==> config.mk <==
export PLATFORM = sky130hd
export DESIGN_NAME = blast_word_window_flat
export DESIGN_NICKNAME = d
export VERILOG_FILES = /design/src/rtl/blast_word_window_if.sv /design/src/rtl/blast_word_window.sv /design/src/flat_wrapper.sv
export SDC_FILE = /design/constraint.sdc
export NUM_CORES = 1
export LEC_CHECK = 0
export BUFFER_PORTS_ARGS = -buffer_cell sky130_fd_sc_hd__buf_2
export CORE_UTILIZATION = 58
export CTS_CLUSTER_DIAMETER = 50
export CTS_CLUSTER_SIZE = 40
export DETAILED_ROUTE_END_ITERATION = 16
export PLACE_DENSITY = 0.9
export SLEW_MARGIN = 25
export SYNTH_ARGS = -nofsm -noshare
export SYNTH_HDL_FRONTEND = slang
export SYNTH_HIERARCHICAL = 1
export SYNTH_SLANG_ARGS = --single-unit
==> constraint.sdc <==
create_clock -name clk -period 5 [get_ports clk]
set_input_delay 0.5 -clock clk [delete_from_list [all_inputs] [get_ports clk]]
set_output_delay 0.5 -clock clk [all_outputs]
set_load 0.01 [all_outputs]
==> src/rtl/blast_word_window_if.sv <==
// Port bundle for the BLAST word window: query load, database stream in,
// per-position match vector out.
interface blast_word_window_if #(
  parameter int W     = 11,
  parameter int POS_W = 32
);
  logic             q_load;
  logic [2*W-1:0]   q_word;
  logic             db_valid;
  logic [1:0]       db_nt;
  logic             db_last;
  logic             db_ready;
  logic             m_valid;
  logic             m_ready;
  logic [W-1:0]     m_eq;
  logic [POS_W-1:0] m_pos;
  logic             m_last;

  modport master (
    output q_load, q_word, db_valid, db_nt, db_last, m_ready,
    input  db_ready, m_valid, m_eq, m_pos, m_last
  );

  modport slave (
    input  q_load, q_word, db_valid, db_nt, db_last, m_ready,
    output db_ready, m_valid, m_eq, m_pos, m_last
  );
endinterface

==> src/rtl/blast_word_window.sv <==
// Sliding W-nucleotide window over the database stream, compared lane-by-lane
// against a latched query word; feeds the 11-input seed AND gate.
module blast_nt_cmp (
  input  logic [1:0] a,
  input  logic [1:0] b,
  output logic       eq
);
  assign eq = (a == b);
endmodule

module blast_word_window #(
  parameter int W     = 11,
  parameter int POS_W = 32
) (
  input  logic               clk,
  input  logic               rst,
  blast_word_window_if.slave bus
);
  typedef enum logic [1:0] {IDLE, FILL, RUN} state_t;

  typedef struct packed {
    logic [W-1:0]     eq;
    logic [POS_W-1:0] pos;
    logic             last;
  } mout_t;

  localparam logic [POS_W-1:0] LAST_FILL = POS_W'(W - 1);

  state_t                 state, state_nxt;
  logic [W-1:0][1:0]      win, win_nxt, qry;
  logic [POS_W-1:0]       cnt;
  logic [W-1:0]           eq_nxt;
  mout_t                  mout;
  logic                   m_valid, ready, acc, emit;

  assign ready   = (state != IDLE) && !bus.q_load && (!m_valid || bus.m_ready);
  assign acc     = bus.db_valid && ready;
  // Newest nucleotide enters at lane W-1; lane 0 is the oldest.
  assign win_nxt = {bus.db_nt, win[W-1:1]};
  // Once in RUN the count may wrap, but every accept still produces a window.
  assign emit    = acc && ((state == RUN) || (cnt == LAST_FILL));

  for (genvar i = 0; i < W; i++) begin : g_lane
    blast_nt_cmp u_cmp (.a(win_nxt[i]), .b(qry[i]), .eq(eq_nxt[i]));
  end

  always_comb begin
    state_nxt = state;
    if (bus.q_load)
      state_nxt = FILL;
    else if (acc) begin
      if (bus.db_last)
        state_nxt = FILL;
      else if ((state == FILL) && (cnt == LAST_FILL))
        state_nxt = RUN;
    end
  end

  always_ff @(posedge clk or posedge rst) begin
    if (rst) state <= IDLE;
    else     state <= state_nxt;
  end

  always_ff @(posedge clk or posedge rst) begin
    if (rst) begin
      qry     <= '0;
      win     <= '0;
      cnt     <= '0;
      m_valid <= 1'b0;
      mout    <= '0;
    end else if (bus.q_load) begin
      qry     <= bus.q_word;
      win     <= '0;
      cnt     <= '0;
      m_valid <= 1'b0;
    end else begin
      if (acc) begin
        win <= bus.db_last ? '0 : win_nxt;
        cnt <= bus.db_last ? '0 : cnt + 1'b1;
      end
      if (emit) begin
        mout.eq   <= eq_nxt;
        mout.pos  <= cnt - LAST_FILL;
        mout.last <= bus.db_last;
        m_valid   <= 1'b1;
      end else if (bus.m_ready) begin
        m_valid <= 1'b0;
      end
    end
  end

  assign bus.db_ready = ready;
  assign bus.m_valid  = m_valid;
  assign bus.m_eq     = mout.eq;
  assign bus.m_pos    = mout.pos;
  assign bus.m_last   = mout.last;
endmodule

==> src/flat_wrapper.sv <==
// flat-port wrapper written by rule: the top's interface ports become plain ports
module blast_word_window_flat 
#(
  parameter int W     = 11,
  parameter int POS_W = 32
)
  (clk, rst, bus_q_load, bus_q_word, bus_db_valid, bus_db_nt, bus_db_last, bus_m_ready, bus_db_ready, bus_m_valid, bus_m_eq, bus_m_pos, bus_m_last);
  blast_word_window_if #(.W(W), .POS_W(POS_W)) bus_i ();
  input  logic clk;
  input  logic rst;
  input wire logic [$bits(bus_i.q_load)-1:0] bus_q_load;
  input wire logic [$bits(bus_i.q_word)-1:0] bus_q_word;
  input wire logic [$bits(bus_i.db_valid)-1:0] bus_db_valid;
  input wire logic [$bits(bus_i.db_nt)-1:0] bus_db_nt;
  input wire logic [$bits(bus_i.db_last)-1:0] bus_db_last;
  input wire logic [$bits(bus_i.m_ready)-1:0] bus_m_ready;
  output wire logic [$bits(bus_i.db_ready)-1:0] bus_db_ready;
  output wire logic [$bits(bus_i.m_valid)-1:0] bus_m_valid;
  output wire logic [$bits(bus_i.m_eq)-1:0] bus_m_eq;
  output wire logic [$bits(bus_i.m_pos)-1:0] bus_m_pos;
  output wire logic [$bits(bus_i.m_last)-1:0] bus_m_last;
  assign bus_i.q_load = bus_q_load;
  assign bus_i.q_word = bus_q_word;
  assign bus_i.db_valid = bus_db_valid;
  assign bus_i.db_nt = bus_db_nt;
  assign bus_i.db_last = bus_db_last;
  assign bus_i.m_ready = bus_m_ready;
  assign bus_db_ready = bus_i.db_ready;
  assign bus_m_valid = bus_i.m_valid;
  assign bus_m_eq = bus_i.m_eq;
  assign bus_m_pos = bus_i.m_pos;
  assign bus_m_last = bus_i.m_last;
  blast_word_window #(.W(W), .POS_W(POS_W)) u_core (.clk(clk), .rst(rst), .bus(bus_i));
endmodule
# Yosys cells after proc, flatten, opt, wreduce, memory -nomap -nowiden
# Cells that the tools add are included.
word_totals:
  regBits: 121
  inputBits: 30
  output_inout_bits: 46
  wordCells: 72
op_classes:
  addsub: 2
  eq_ne: 14
  n_mux: 13
  bitwise_logic: 1
  reduce_logical: 15
op_table:
  columns: ["operator", "count"]
  rows:
  - ["32-bit two-way mux", 3]
  - ["22-bit two-way mux", 3]
  - ["32-bit by 1-bit adder with 32-bit output (second input constant)", 1]
  - ["32-bit by 4-bit equality test with 1-bit output (second input constant)", 1]
  - ["32-bit by 4-bit subtractor with 32-bit output (second input constant)", 1]
  - ["2-bit equality test", 11]
  - ["2-bit two-way mux", 4]
  - ["3-bit nonzero test", 2]
  - ["1-bit logical AND", 5]
  - ["2-bit AND reduction", 2]
  - ["2-bit nonzero test", 2]
  - ["1-bit two-way mux", 3]
  - ["2-bit by 1-bit equality test with 1-bit output (second input constant)", 1]
  - ["2-bit equality test (second input constant)", 1]
  - ["1-bit logical NOT", 2]
  - ["1-bit logical OR", 2]
  - ["1-bit inverter", 1]

# Depth between registers and ports, before layout
# Gate-level depths: netlist of the first run.
depth:
  word_depth: 7
  depth_mapped: 8
  ltp_nobuf: 7

# Hierarchy
# Netlist of the first run, hierarchy kept.
modules_own_cells:
  columns: ["mod", "n_inst", "cells_each", "area_per_inst_um2", "seq_area_each_um2"]
  rows:
  - ["blast_word_window", 1, 500, 5753.0, 3027.9]
  - ["blast_nt_cmp", 11, 3, 21.3, 0.0]

# Least setup slack after synthesis of the first run
# Ideal clock, no wire load.
synth_timing:
  kind: "register -> register"
  startpoint: "register u_core.cnt[18]"
  endpoint: "register u_core.mout (netlist bit u_core/bus.m_eq[0])"
  setup_ps: 127
  arrival_time_ps: 2377
  required_time_ps: 4873
  path_slack_ps: 2496
  stages_incl_launch_ff: 8
  n_path_buf: 2
  synth_period_minus_slack_ps: 2504
  path_cell_list: "dfrtp_1 -> buf_4 -> or4_1 -> nor3_4 -> nand4_1 -> a21oi_4 -> buf_6 -> mux2_1"
synth_between:
  elab_chain_cells: 4
synth_lines:
  columns: ["item", "line_no", "source"]
  rows:
  - ["start, declared", "blast_word_window.sv:31", "logic [POS_W-1:0] cnt;"]
  - ["start signal, assigned", "blast_word_window.sv:79", "cnt <= bus.db_last ? '0 : cnt + 1'b1;"]
  - ["32-bit by 4-bit equality test with 1-bit output", "blast_word_window.sv:41", "assign emit = acc && ((state == RUN) || (cnt == LAST_FILL));"]
  - ["1-bit logical OR", "blast_word_window.sv:41", null]
  - ["1-bit logical AND", "blast_word_window.sv:41", null]
  - ["2-bit AND reduction (no line)", null, null]
  - ["end, declared", "blast_word_window.sv:33", "mout_t mout;"]
# No other way between the ends.
# A chain may end at the register's enable or synchronous reset.

# Worst setup path in the final report of the first run
layout_timing:
  startpoint: "register u_core.cnt[18]"
  endpoint: "register u_core.mout (netlist bit u_core/bus.m_pos[31])"
layout_between:
  elab_chain_cells: 4
  elab_cells_between_ends: 5
  cone_classes: "add/sub: 1; eq/ne: 1; reduce/logical: 3"
layout_lines:
  columns: ["item"]
  rows:
  - ["parallel branches: the longest is 4 deep, another holds 32-bit by 4-bit subtractor with 32-bit output"]
# Parallel ways; which one is timed is not known.

==> flow_summary.ini, run 1 <==
[outcome]
status = complete, no violations

[yosys]
syn-cell-area_mm2 = 0.00599
yosys.area.top_type = dfrtp_1
ys_ff_latch = 121
synth-simple-area-share_pct = 14.7
synth-xor-area-share_pct = 8.63
async_flop_share_pct = 100
yosysMostFrequentCell = dfrtp_1
synthAdderAreaFrac_pct = 0.836
synth_top_family_by_area = simple AND/OR/NAND/NOR gates
synth_compound_area_share_pct = 8.17
yosys_warnings = 6
synth_common_cells = 121 x dfrtp_1, 38 x mux2_1, 37 x nor2_1, 34 x nand2_1, 30 x xnor2_1
synth_edf_count = 0
syn_avg_cell_area_um2 = 11.2
ys.flop_type = dfrtp_1
yosys-top-cells-area = dfrtp_1 51%, mux2_1 7.1%, mux2_2 5.1%, xnor2_1 4.4%, xor2_1 4.2%
ys_seq_area_share_pct = 50.6
syn_nets = 567
syn_inst = 533
synth_top_area_share_pct = 50.6
synth.distinct_cells = 50
synthMuxAreaShare_pct = 12.6

[timing]
skew_ps = 6.65
finalSetupViolCount = 0
tns_ps = 0
period_minus_slack_ps = 3380
final-hold-violation-count = 0
slew_headroom_pct = 29.9
max_freq_mhz = 296
max_slew.worst_pin.slew_ps = 1040
final_max_slew_viol_count = 0
grt_setup_unrepaired = false
fin_crit_sh_pct = 67.6

[cts]
clk_pin_slew_ps = 60
cts_sinks = 121
hold_buffers = 0
h-tree-depth = 4
post-cts-setup-buffers = 0
clk_path_buf_depth = 2
numCtsBuffers = 17
clock_latency_ps = 520
cts_tree = built
cts.repair.resized = 0
root_buffer = clkbuf_8

[routing]
vias = 4491
initialDrtViolationCount = 416
drcViolationCount = 0
drt.antenna.violating_nets = 0
vias_per_cell = 6.10
drt-wirelength-per-cell_um = 17.7
firstDrtPassIters = 5
wl_um = 13000

[die]
coreArea_mm2 = 0.00991
row_count = 36
die_area_mm2 = 0.0107
start_util_pct = 60.4
fp.dieW_um = 104
die_height_um = 104
io_pins = 76

[setup_path]
reg2reg_depth = 6
r2r_slack_ps = 1620
path_delay_family = simple AND/OR/NAND/NOR gates
critPathLaunchType = flop
crit_fanout = 25
required_ps = 5400
path_class = flop to flop
slowest_delay_ps = 680
critPathCaptureType = flop
worst_r2r_endpoint = u_core/bus.m_pos[31]
r2r-start = u_core/cnt[18]
crit_buf_inv = 1
cpMaxStageDelayCell = a21oi_4
crit_arrival_ps = 3780
cp_cell_sequence = or4_1 -> nor3_4 -> nand4_1 -> a21oi_4 -> buf_4 -> mux2_2

[power]
p_per_area_mw_per_mm2 = 324
ir_drop_v = 0.000243
p_leak_nw = 3.38
fin_total_pwr_mw = 2.24

[flow_run]
cap_violations = 0

[min_path]
worst_hold_path_type = primary input to asynchronous set/reset pin

[finish]
drive_above_1_share_pct = 24.9
insertedDiodeCount = 0
syn2layout_area_growth_pct = 15.2
fin_nets = 625
num-fill-cells = 720

[grt]
grt_max_degree = 78
overflow = 0
track_usage_pct = 25.9
grt_pass1_wl_um = 22100
grt_pass1_vias = 4493
antenna_found_initial = 0

[placed_design]
dp_hpwl_um = 8600
place.gp.congestion = 0.902
port_buffers = 75
-- worst register-to-register path, stage by stage (launching register included) --
cell and delay [ps]:
dfrtp_1 470, or4_1 620, nor3_4 340, nand4_1 320
a21oi_4 680, buf_4 440, mux2_2 400
-- logic make-up (layout without fill, tap and decap cells) --
| family | Yosys count | after routing |
|---|---|---|
| buffers and inverters | 47 | 117 |
| DFF | 121 | 121 |
| AOI/OAI and AO/OA | 71 | 71 |
| and+or+nand+nor | 164 | 164 |
| adders and majority gates | 4 | 4 |
| muxes | 67 | 67 |
| xor gates and xnor gates | 59 | 59 |
-- final cells by class --
type	count	area, um2	area share (%)
Tap cell	133	166	2.41
Multi-Input combinational cell	365	2710	39.2
Clock buffer	18	428	6.21
Timing Repair Buffer	79	413	5.99
Inverter	7	31.3	0.454
Sequential cell	121	3030	43.9
Clock inverter	13	124	1.80
-- sequential cells by signal (all words and copies together), names as in the netlist --
name and flops:
u_core/bus.m_pos 32, u_core/cnt 32, u_core/qry 22, u_core/win 20, u_core/bus.m_eq 11, u_core/state 2, u_core/bus.m_last 1, u_core/bus.m_valid 1
-- report_power, final --
group,total [mW],internal [mW],switching (mW)
combinational,0.103,0.0415,0.0615
clock,1.12,0.671,0.449
sequential,1.01,0.999,0.0140
total,2.24,1.71,0.524
-- layer usage --
| layer | wire [um] | global-route usage [%] | vias to the layer above |
|---|---|---|---|
| met5 | 0 | 0 | - |
| met4 | 293 | 11.1 | 0 |
| met3 | 917 | 6.61 | 39 |
| met2 | 6440 | 41.7 | 251 |
| met1 | 5370 | 33.3 | 2197 |
| li1 | - | - | 2004 |
-- placed cells by master, fill, tap and decap left out, types with 4 or more instances in the layout --
master / count
dfrtp_1: 121
buf_2: 75
mux2_1: 38
nor2_1: 37
nand2_1: 34
xnor2_1: 30
xor2_1: 29
mux2_2: 27
o21ai_0: 24
a22o_1: 21
clkbuf_16: 16
nand3_1: 15
nor4_1: 12
nand4_1: 10
nor3_1: 10
a21oi_1: 9
or3_1: 8
clkinvlp_4: 6
nand2b_1: 6
inv_1: 6
and3_1: 6
or4_1: 5
and4_1: 4
o31ai_1: 4
ha_1: 4
-- metrics by stage --
| stage | cells | cell area, um2 | util [%] | worst slack [ps] | hold slack (ps) |
|---|---|---|---|---|---|
| floorplan | 533 | 5990 | - | 1290 | 489 |
| global placement | 704 | 6330 | 63.8 | 1800 | 463 |
| detailed placement | 705 | 6340 | 64.0 | 1660 | 469 |
| CTS | 736 | 6890 | 69.6 | 1620 | 198 |
| global route | 736 | 6900 | 69.6 | 1430 | 162 |
| finish | 736 | 6900 | 69.6 | 1620 | 94.5 |
-- how the worst max path moves through the flow --
stage,startpoint,endpoint,slack [ps],depth (start not counted)
after global routing,u_core/cnt[24],u_core/bus.m_pos[12],1430,6
after detailed placement,u_core/cnt[18],u_core/bus.m_pos[31],1660,6
after global placement,u_core/cnt[18],u_core/bus.m_pos[31],1800,6
after CTS,u_core/cnt[18],u_core/bus.m_pos[31],1620,6
after floorplan,rst,u_core/bus.m_eq[0],1290,1
final,u_core/cnt[18],u_core/bus.m_pos[31],1620,6
No activity file was read; power rests on OpenSTA's default activity.
==> run 2: changes to the inputs <==
==> constraint.sdc (replaced) <==
create_clock -name clk -period 3.4 [get_ports clk]
set_input_delay 0.34 -clock clk [delete_from_list [all_inputs] [get_ports clk]]
set_output_delay 0.34 -clock clk [all_outputs]
set_load 0.01 [all_outputs]
==> flow_summary.ini, run 2 (synthesized netlist as in run 1, its figures left out) <==
[outcome]
status = complete, no violations

[setup_path]
r2r-start = u_core/cnt[18]
critPathLaunchType = flop
crit_fanout = 11
crit_buf_inv = 1
crit_arrival_ps = 3400
slowest_delay_ps = 620
critPathCaptureType = flop
path_delay_family = simple AND/OR/NAND/NOR gates
cpMaxStageDelayCell = or4_1
path_class = flop to flop
reg2reg_depth = 6
r2r_slack_ps = 400
required_ps = 3800
worst_r2r_endpoint = u_core/bus.m_pos[6]
cp_cell_sequence = or4_1 -> nor3_4 -> nand4_1 -> a21oi_4 -> buf_4 -> mux2_1

[timing]
final_max_slew_viol_count = 0
grt_setup_unrepaired = false
fin_crit_sh_pct = 88.4
tns_ps = 0
hold_slack_ps = 42.9
slew_headroom_pct = 50.7
max_slew.worst_pin.slew_ps = 733
max_freq_mhz = 333
skew_ps = 7.80
final-hold-violation-count = 0
finalSetupViolCount = 0
period_minus_slack_ps = 3000

[cts]
cts_tree = built
clock_latency_ps = 530
cts.repair.resized = 0
h-tree-depth = 4
clk_pin_slew_ps = 60
hold_buffers = 1
root_buffer = clkbuf_8
post-cts-setup-buffers = 0
numCtsBuffers = 17
cts_sinks = 121
clk_path_buf_depth = 2

[finish]
layout_common_cells = 121 x dfrtp_1, 75 x buf_2, 38 x mux2_1
final_common_cell = dfrtp_1
drive_above_1_share_pct = 25.5
multi_input_area_mm2 = 0.00271
final_area_mm2 = 0.00700
fin_nets = 631
num-fill-cells = 700
syn2layout_area_growth_pct = 16.8
insertedDiodeCount = 0
ff_latch_area_mm2 = 0.00303

[grt]
grt_pass1_wl_um = 22000
antenna_found_initial = 0
track_usage_pct = 26.0
grt_pass1_vias = 4562
grt_max_degree = 63
overflow = 0

[placed_design]
dp_hpwl_um = 8510
place.gp.congestion = 0.895
placed_cell_area_mm2 = 0.00640
port_buffers = 75

[die]
row_count = 36
die_height_um = 104
die_area_mm2 = 0.0107
coreArea_mm2 = 0.00991
start_util_pct = 60.4
io_pins = 76
fp.dieW_um = 104

[routing]
firstDrtPassIters = 5
drcViolationCount = 0
wl_um = 13100
vias_per_cell = 6.02
initialDrtViolationCount = 384
vias = 4468
drt.antenna.violating_nets = 0
drt-wirelength-per-cell_um = 17.7

[power]
fin_total_pwr_mw = 3.40
ir_drop_v = 0.000412
p_per_area_mw_per_mm2 = 485
p_leak_nw = 3.43

[min_path]
whs_endpoint = u_core/qry[20]
min_delay_path_depth = 2
worst_hold_path_type = primary input to flop
hold_start = bus_q_word[20]

[flow_run]
cap_violations = 0
## run 2: report_power, final
part | switching (mW) | total [mW] | internal, mW
Sequential | 0.0213 | 1.49 | 1.47
Clock | 0.637 | 1.75 | 1.11
Combinational | 0.0910 | 0.155 | 0.0635
## run 2: through the flow
stage	setup slack [ps]	utilization, %	cells
floorplan	896	-	533
global route	223	70.6	742
detailed placement	446	64.6	710
CTS	416	70.6	742
global placement	599	64.6	710
finish	395	70.6	742
## run 2: per-layer routing
layer	vias up	GRT usage [%]	wire length, um
met1	2215	31.5	5350
met2	197	43.1	6580
met5	-	0	0
li1	2017	-	-
met3	39	8.12	848
met4	0	10.5	327
## run 2: worst max-delay path by stage
stage | from | endpoint | slack, ps | cells after the start
finish | u_core/cnt[18] | u_core/bus.m_pos[6] | 400 | 6
global route | u_core/cnt[18] | u_core/bus.m_pos[6] | 220 | 6
CTS | u_core/cnt[18] | u_core/bus.m_pos[6] | 420 | 6
detailed placement | u_core/cnt[18] | u_core/bus.m_pos[6] | 450 | 6
global placement | u_core/cnt[18] | u_core/bus.m_pos[9] | 600 | 6
floorplan | u_core/cnt[18] | u_core/bus.m_eq[0] | 900 | 7
## run 2: final cells by class
cell class                      instances  share of cell area, %
Sequential cell                       121                   43.3
Multi-Input combinational cell        365                   38.7
Timing Repair Buffer                   85                   6.83
Clock buffer                           21                   6.71
Tap cell                              133                   2.38
Clock inverter                         10                   1.70
Inverter                                7                  0.429
==> run 3: changes to the inputs <==
--- a/config.mk
+++ b/config.mk
@@ -11,6 +11,7 @@
 export CTS_CLUSTER_SIZE = 40
 export DETAILED_ROUTE_END_ITERATION = 16
 export PLACE_DENSITY = 0.9
+export REMOVE_ABC_BUFFERS = 1
 export SLEW_MARGIN = 25
 export SYNTH_ARGS = -nofsm -noshare
 export SYNTH_HDL_FRONTEND = slang
==> flow_summary.ini, run 3 (synthesized netlist as in run 1, its figures left out) <==
[outcome]
status = complete, no violations

[die]
coreArea_mm2 = 0.00991
die_area_mm2 = 0.0107
die_height_um = 104
fp.dieW_um = 104
start_util_pct = 60.4
row_count = 36
io_pins = 76

[timing]
period_minus_slack_ps = 2780
grt_setup_unrepaired = false
final-hold-violation-count = 0
tns_ps = 0
finalSetupViolCount = 0
max_slew.worst_pin.slew_ps = 1010
skew_ps = 7.54
hold_slack_ps = 54.8
max_freq_mhz = 360
final_max_slew_viol_count = 0
slew_headroom_pct = 33.0
fin_crit_sh_pct = 81.8

[cts]
cts_sinks = 121
cts_tree = built
root_buffer = clkbuf_8
cts.repair.resized = 0
hold_buffers = 1
clk_path_buf_depth = 2
h-tree-depth = 4
numCtsBuffers = 17
post-cts-setup-buffers = 0
clk_pin_slew_ps = 60
clock_latency_ps = 510

[setup_path]
critPathLaunchType = flop
cpMaxStageDelayCell = or4_1
crit_fanout = 23
slowest_delay_ps = 620
required_ps = 3800
cp_cell_sequence = or4_1 -> nor3_4 -> nand4_1 -> a21oi_4 -> buf_4 -> mux2_2
critPathCaptureType = flop
timing.critical_path.from = u_core/cnt[18]
crit_arrival_ps = 3180
path_class = flop to flop
r2r-start = u_core/cnt[18]

[power]
p_clk_share_pct = 51.9
ir_drop_v = 0.000432
p_sw_share_pct = 22.4
p_leak_nw = 3.42
p_comb_share_pct = 4.5
seq_power_share_pct = 43.7
p_per_area_mw_per_mm2 = 489
switchingPower_uw = 765
intPower_mw = 2.65

[routing]
drcViolationCount = 0
initialDrtViolationCount = 267
drt.antenna.violating_nets = 0
vias = 4398
drt-wirelength-per-cell_um = 17.0
vias_per_cell = 5.93
wl_um = 12600
firstDrtPassIters = 4

[placed_design]
place_inst = 709
dp_hpwl_um = 8430
place.gp.congestion = 0.851
port_buffers = 75
placed_cell_area_mm2 = 0.00638

[finish]
insertedDiodeCount = 0
fin_nets = 630
utilization_pct = 70.4
layout_common_cells = 121 x dfrtp_1, 75 x buf_2, 38 x mux2_1
syn2layout_area_growth_pct = 16.6
final_area_mm2 = 0.00698
drive_above_1_share_pct = 25.3
stdcell_count = 742
num-fill-cells = 708
final_common_cell = dfrtp_1

[grt]
grt_pass1_vias = 4651
grt_max_degree = 67
track_usage_pct = 26.0
grt_pass1_wl_um = 22200
antenna_found_initial = 0
overflow = 0

[min_path]
worst_hold_path_type = primary input to flop
hold_start = bus_q_word[9]

[flow_run]
cap_violations = 0
-- run 3: worst max-delay path: cells and delay by family, from the launching register on --
family	cells	cell delay, ps
buffers and inverters	1	340
DFF	1	470
and+or+nand+nor	3	1250
AOI/OAI and AO/OA	1	210
muxes	1	380
-- run 3: layout make-up --
class | instances | area (um2) | share of cell area [%]
Clock buffer | 18 | 418 | 5.99
Clock inverter | 14 | 174 | 2.49
Inverter | 7 | 28.8 | 0.412
Multi-Input combinational cell | 365 | 2710 | 38.8
Sequential cell | 121 | 3030 | 43.4
Tap cell | 133 | 166 | 2.38
Timing Repair Buffer | 84 | 458 | 6.56
-- run 3: path summary, 6_finish.rpt --
kind                       depth (start not counted)  slack, ps              endpoint
max in group asynchronous                          4       2130  u_core/bus.m_pos[24]
min reg2reg                                        1        480  u_core/bus.m_pos[20]
min                                                2         50         u_core/qry[9]
min in group asynchronous                          3        490   u_core/bus.m_pos[1]
max reg2reg                                        6        620    u_core/bus.m_eq[8]
max                                                6        620    u_core/bus.m_eq[8]
-- run 3: power by group through the flow --
stage | Combinational, mW | Clock (mW) | Sequential (mW)
detailed placement | 0.150 | 0 | 1.52
global placement | 0.142 | 0 | 1.51
floorplan | 0.0947 | 0 | 1.51
finish | 0.152 | 1.77 | 1.49
global route | 0.170 | 1.87 | 1.49
CTS | 0.153 | 1.80 | 1.49
-- run 3: per-stage QoR --
step / setup WS, ps / power [mW]
detailed placement: 637 / 1.66
CTS: 614 / 3.44
floorplan: -154 / 1.60
finish: 620 / 3.41
global placement: 791 / 1.65
global route: 465 / 3.53
-- run 3: layer usage --
layer / up-vias / track usage (%) / share of wire (%)
met2: 163 / 44.1 / 52
met3: 45 / 6.80 / 5.3
met1: 2178 / 31.2 / 40
li1: 2012 / - / -
met5: - / 0 / 0
met4: 0 / 11.3 / 3.1
